## src/rtl/tx_unit.sv

```systemverilog
// Result-RAM to HPS transmit engine: fetches one word per burst, presents it on PIO_IN,
// and waits for the HPS to consume it. A stall watchdog aborts a session the HPS abandons.
module tx_unit #(
    parameter int unsigned PIO_DATA_WIDTH   = 128,
    parameter int unsigned RESULT_RAM_WIDTH = 8,
    parameter int unsigned BURST_SIZE_WIDTH = 16,
    parameter int unsigned TX_WD_DEPTH      = 16
) (
    input  logic                        clk_in,
    input  logic                        rst_n,
    input  logic                        Clear_buff,
    input  logic                        tx_enable,
    input  logic                        read,
    input  logic [BURST_SIZE_WIDTH-1:0] tx_bursts,
    input  logic [TX_WD_DEPTH-1:0]      watchdog_tx_conf,
    input  logic [PIO_DATA_WIDTH-1:0]   result_rdata,
    output logic [RESULT_RAM_WIDTH-1:0] result_addr,
    output logic                        result_read,
    output logic [PIO_DATA_WIDTH-1:0]   PIO_IN,
    output logic                        tx_valid,
    output logic                        TX_done,
    output logic                        watchdog_tx_trigger,
    output logic [BURST_SIZE_WIDTH-1:0] tx_count
);

    typedef enum logic [2:0] {
        S_IDLE,
        S_FETCH,
        S_LOAD,
        S_PRESENT,
        S_DONE,
        S_TIMEOUT
    } state_t;

    state_t                      state;
    logic [BURST_SIZE_WIDTH-1:0] bursts_q;
    logic [TX_WD_DEPTH-1:0]      wd_cnt;
    logic                        load_wait;

    logic                        consume_c;
    logic [BURST_SIZE_WIDTH-1:0] count_inc_c;
    logic [TX_WD_DEPTH-1:0]      wd_inc_c;
    logic                        wd_expire_c;

    // Consume/expiry decode; the watchdog increment saturates instead of wrapping.
    always_comb begin
        consume_c   = (state == S_PRESENT) && read && tx_enable;
        count_inc_c = tx_count + BURST_SIZE_WIDTH'(1);
        wd_inc_c    = (&wd_cnt) ? wd_cnt : wd_cnt + TX_WD_DEPTH'(1);
        wd_expire_c = (watchdog_tx_conf != '0) && (wd_inc_c == watchdog_tx_conf);
    end

    // Session FSM. LOAD spends one clock covering the RAM read latency before capturing.
    always_ff @(posedge clk_in) begin
        if (!rst_n || Clear_buff) begin
            state               <= S_IDLE;
            bursts_q            <= '0;
            wd_cnt              <= '0;
            load_wait           <= 1'b0;
            result_addr         <= '0;
            result_read         <= 1'b0;
            PIO_IN              <= '0;
            tx_valid            <= 1'b0;
            TX_done             <= 1'b0;
            watchdog_tx_trigger <= 1'b0;
            tx_count            <= '0;
        end else begin
            result_read <= 1'b0;
            case (state)
                S_IDLE: begin
                    if (tx_enable && (tx_bursts != '0)) begin
                        bursts_q    <= tx_bursts;
                        result_addr <= '0;
                        tx_count    <= '0;
                        state       <= S_FETCH;
                    end
                end
                S_FETCH: begin
                    result_read <= 1'b1;
                    load_wait   <= 1'b1;
                    state       <= S_LOAD;
                end
                S_LOAD: begin
                    if (load_wait) begin
                        load_wait <= 1'b0;
                    end else begin
                        PIO_IN   <= result_rdata;
                        tx_valid <= 1'b1;
                        wd_cnt   <= '0;
                        state    <= S_PRESENT;
                    end
                end
                S_PRESENT: begin
                    // A consume on the expiry clock takes precedence over the timeout.
                    if (consume_c) begin
                        tx_count    <= count_inc_c;
                        result_addr <= result_addr + RESULT_RAM_WIDTH'(1);
                        tx_valid    <= 1'b0;
                        wd_cnt      <= '0;
                        if (count_inc_c == bursts_q) begin
                            TX_done <= 1'b1;
                            state   <= S_DONE;
                        end else begin
                            state   <= S_FETCH;
                        end
                    end else if (wd_expire_c) begin
                        wd_cnt              <= wd_inc_c;
                        tx_valid            <= 1'b0;
                        watchdog_tx_trigger <= 1'b1;
                        state               <= S_TIMEOUT;
                    end else begin
                        wd_cnt <= wd_inc_c;
                    end
                end
                S_DONE, S_TIMEOUT: begin
                    state <= state;
                end
                default: begin
                    state <= S_IDLE;
                end
            endcase
        end
    end

endmodule

```

## config.mk

```make
export PLATFORM = sky130hd
export DESIGN_NAME = tx_unit
export DESIGN_NICKNAME = d
export VERILOG_FILES = /design/src/rtl/tx_unit.sv
export SDC_FILE = /design/constraint.sdc
export NUM_CORES = 1
export LEC_CHECK = 0
export BUFFER_PORTS_ARGS = -buffer_cell sky130_fd_sc_hd__buf_2
export CAP_MARGIN = 20
export CORE_AREA = 2 2 117 176
export CTS_CLUSTER_SIZE = 20
export DETAILED_ROUTE_END_ITERATION = 8
export DIE_AREA = 0 0 119 178
export PLACE_DENSITY = 0.85
export RECOVER_POWER = 100
export SYNTH_ARGS = -nofsm -noshare
export SYNTH_HDL_FRONTEND = slang
export SYNTH_SLANG_ARGS = --single-unit
```

## constraint.sdc

```tcl
create_clock -name clk_in -period 2.3 [get_ports clk_in]
set_input_delay 0.345 -clock clk_in [delete_from_list [all_inputs] [get_ports clk_in]]
set_output_delay 0.345 -clock clk_in [all_outputs]
set_load 0.01 [all_outputs]
```

==> flow_metrics.env <==
export IMPL_fp_dieH_um=178
export IMPL_power_frac_clock=0.441
export IMPL_vias=9506
export IMPL_maxCapViolations=0
export IMPL_final_cell_mix="332 x nand2_1, 193 x a21oi_1, 179 x dfxtp_1"
export IMPL_endpoint_kind="flip-flop"
export IMPL_wl_met1_um=10400
export IMPL_finalWirelength_um=28600
export IMPL_final_nets=1653
export IMPL_whs_path_depth=3
export IMPL_drive_gt1_frac=0.243
export IMPL_place_hpwl_um=20500
export IMPL_slowest_delay_ps=450
export IMPL_synth_edf_count=0
export IMPL_cts_buffers=17
export IMPL_ant_nets=0
export IMPL_io_buffers=320
export IMPL_yosys_area_share_simple=0.281
export IMPL_synthAdderAreaFrac=0.00432
export IMPL_syn_area_per_cell_sq_um=7.68
export IMPL_max_vdd_ir_drop_mv=0.576
export IMPL_clock_sinks=192
export IMPL_final_hold_viol_count=0
export IMPL_routed_via_density=5.40
export IMPL_wl_met2_um=14600
export IMPL_synth_nets=1299
export IMPL_groute_usage_overall=0.258
export IMPL_final_common_cell="nand2_1"
export IMPL_gp_congestion=0.944
export IMPL_worstMarginPinSlew_ps=843
export IMPL_fp_coreArea_sq_mm=0.0196
export IMPL_crit_arrival_ps=2720
export IMPL_drtPass1Iterations=5
export IMPL_htreeDepth=4
export IMPL_final_util=0.595
export IMPL_cts_root_buf="clkbuf_16"
export IMPL_synth_flop_cell="dfxtp_1"
export IMPL_cts_tree="done"
export IMPL_synth_area_leaders="dfxtp_1 44%, nand2_1 14%, a21oi_1 11%, clkbuf_1 2.6%, xnor2_1 2.4%"
export IMPL_fmax_mhz=416
export IMPL_p_sw_frac=0.250
export IMPL_pwr_share_comb=0.073
export IMPL_cp_startpoint="wd_cnt[2]"
export IMPL_stdcell_count=1759
export IMPL_ys_seq_elements=192
export IMPL_p_sw_w=0.00173
export IMPL_yosysUniqueCellTypes=72
export IMPL_setup_worst_path_end="tx_valid"
export IMPL_synth_top_area_share=0.442
export IMPL_grt_overflow=0
export IMPL_r2r_end="tx_valid"
export IMPL_path_cells="and3_2 > nand3_4 > o31a_1 > nor4_4 > o221ai_2 > nor4_2 > nor3_1"
export IMPL_critPathBufInv=0
export IMPL_drc=0
export IMPL_violations="setup timing"
export IMPL_syn_inst=1131
export IMPL_fp_dieArea_sq_mm=0.0212
export IMPL_netlist_area_sq_mm=0.00869
export IMPL_met3_wirelength_um=1910
export IMPL_worst_setup_path_start_kind="flip-flop"
export IMPL_required_ps=2620
export IMPL_rows=63
export IMPL_synth_top_family_by_area="simple AND/OR/NAND/NOR gates"
export IMPL_grt_pass1_wl_um=44000
export IMPL_status="complete, but fails checks"
export IMPL_report_final_slew_viol_count=0
export IMPL_async_flop_share=0
export IMPL_first_iter_violations=594
export IMPL_clk_pin_slew_worst_paths_ps=80
export IMPL_fin_skew_ps=11.1
export IMPL_finalSetupViolations=1
export IMPL_cts_hold_buf=0
export IMPL_rsz0062_at_grt="true"
export IMPL_hold_path_class="in2reg"
export IMPL_path_class="reg2reg"
export IMPL_ioPinCount=321
export IMPL_p_total_w=0.00693
export IMPL_yosys_warnings=0
export IMPL_pwr_density_cell_mw_per_mm2=593
export IMPL_fin_crit_ps=2410
export IMPL_insertion_delay_ps=450
export IMPL_first_global_vias=9034
export IMPL_final_setup_worst_slack_ps=-106
export IMPL_place_inst=1715
export IMPL_finalCritPeriodShare=1.05
export IMPL_crit_cells=7
export IMPL_max_slew_margin=0.438
export IMPL_start_util=0.443
export IMPL_yosys_area_top_type="dfxtp_1"
export IMPL_p_leak_nw=4.25
export IMPL_critPathSlowestCell="dfxtp_1"
export IMPL_synth_compound_area_frac=0.186
export IMPL_area_growth_syn_to_layout_pct=34.4
export IMPL_seq_area_frac_synth=0.442
export IMPL_muxShareOfSynthArea=0.00490
export IMPL_cts_buffer_depth=2
export IMPL_synth_xor_area_frac=0.0353
export IMPL_p_seq_frac=0.486
export IMPL_antenna_found_initial=1
export IMPL_top_layer="met4"
export IMPL_critPathTopFamily="simple AND/OR/NAND/NOR gates"
export IMPL_r2r_slack_ps=-110
export IMPL_wire_per_inst_um=16.3
export IMPL_die_w_um=119
export IMPL_internal_power_w=0.00520
export IMPL_grt_max_degree=85
export IMPL_crit_fanout=8
export IMPL_rr_startpoint="wd_cnt[2]"
export IMPL_reg2reg_depth=7
-- logic make-up after synthesis --
group / after synthesis
and+or+nand+nor: 523
buffers and inverters: 93
xor gates and xnor gates: 35
adders and majority gates: 3
DFF: 192
AOI/OAI and AO/OA: 281
muxes: 4
-- cell usage after synthesis (4+ instances only) --
master      n
a211oi_1    5
a21oi_1   193
a31oi_1     8
and2_1      7
and3_1     10
and4_1      7
buf_2      17
buf_4       6
clkbuf_1   60
dfxtp_1   192
inv_1       7
nand2_1   333
nand2b_1    6
nand3_1    16
nand3b_1    5
nand4_1    13
nand4_4     4
nor2_1     48
nor3_1     21
nor3b_1     4
nor4_1     19
o21ai_0    25
o21ai_1     7
o31a_1      4
or3_1      10
or4_1       5
xnor2_1    24
xor2_1     11
-- cell type report --
class                   count  area (sq um)
clock inverters            14           173
diodes                      1          2.50
repair buffers            420          2200
fillers                  1735          7950
flip-flops and latches    192          3860
well taps                 260           325
multi-input cells         846          4660
clock buffers              18           429
inverters                   8          30.0
-- stage by stage --
stage	setup slack (ps)	area [sq um]	hold slack, ps	setup TNS, ps
floorplan	20.1	8690	448	0
global placement	-97.3	11000	438	-450
detailed placement	-133	11000	443	-1000
CTS	9.32	11700	115	0
global route	-118	11700	122	-218
finish	-106	11700	128	-106
-- repair_timing --
action	in CTS	in global routing
gates resized for setup	22	33
setup endpoints to repair	3	4
pin swaps	4	15
buffers inserted	2	9
-- flip-flops by register name, summed over array words and instances, names as in the netlist --
register,flops
tx_count,16
watchdog_tx_trigger,1
bursts_q,16
TX_done,1
tx_valid,1
state,3
load_wait,1
wd_cnt,16
result_read,1
PIO_IN,128
result_addr,8
-- how the worst min path moves through the flow --
stage / start / end / slack, ps
after floorplan: bursts_q[0] / bursts_q[0] / 450
after global placement: PIO_IN[97] / PIO_IN[97] / 440
after detailed placement: PIO_IN[9] / PIO_IN[9] / 440
after CTS: result_rdata[16] / PIO_IN[16] / 110
after global routing: result_rdata[69] / PIO_IN[69] / 120
final: result_rdata[105] / PIO_IN[105] / 130
-- power groups by stage --
stage               clock (W)  sequential (W)  combinational (W)
finish                0.00306         0.00337           0.000505
global route          0.00320         0.00337           0.000550
CTS                   0.00309         0.00337           0.000509
detailed placement          0         0.00344           0.000501
global placement            0         0.00344           0.000494
floorplan                   0         0.00345           0.000229
-- worst reg2reg max path: stages, from the launching register on --
cell,delay [ps]
dfxtp_1,450
and3_2,270
nand3_4,140
o31a_1,370
nor4_4,300
o221ai_2,190
nor4_2,430
nor3_1,120
-- metal layers --
layer,vias to the layer above,global-route usage
met3,117,0.0627
met5,-,0
met1,4357,0.274
li1,4586,-
met2,446,0.459
met4,0,0.159
(Power assumes the default switching activity.)
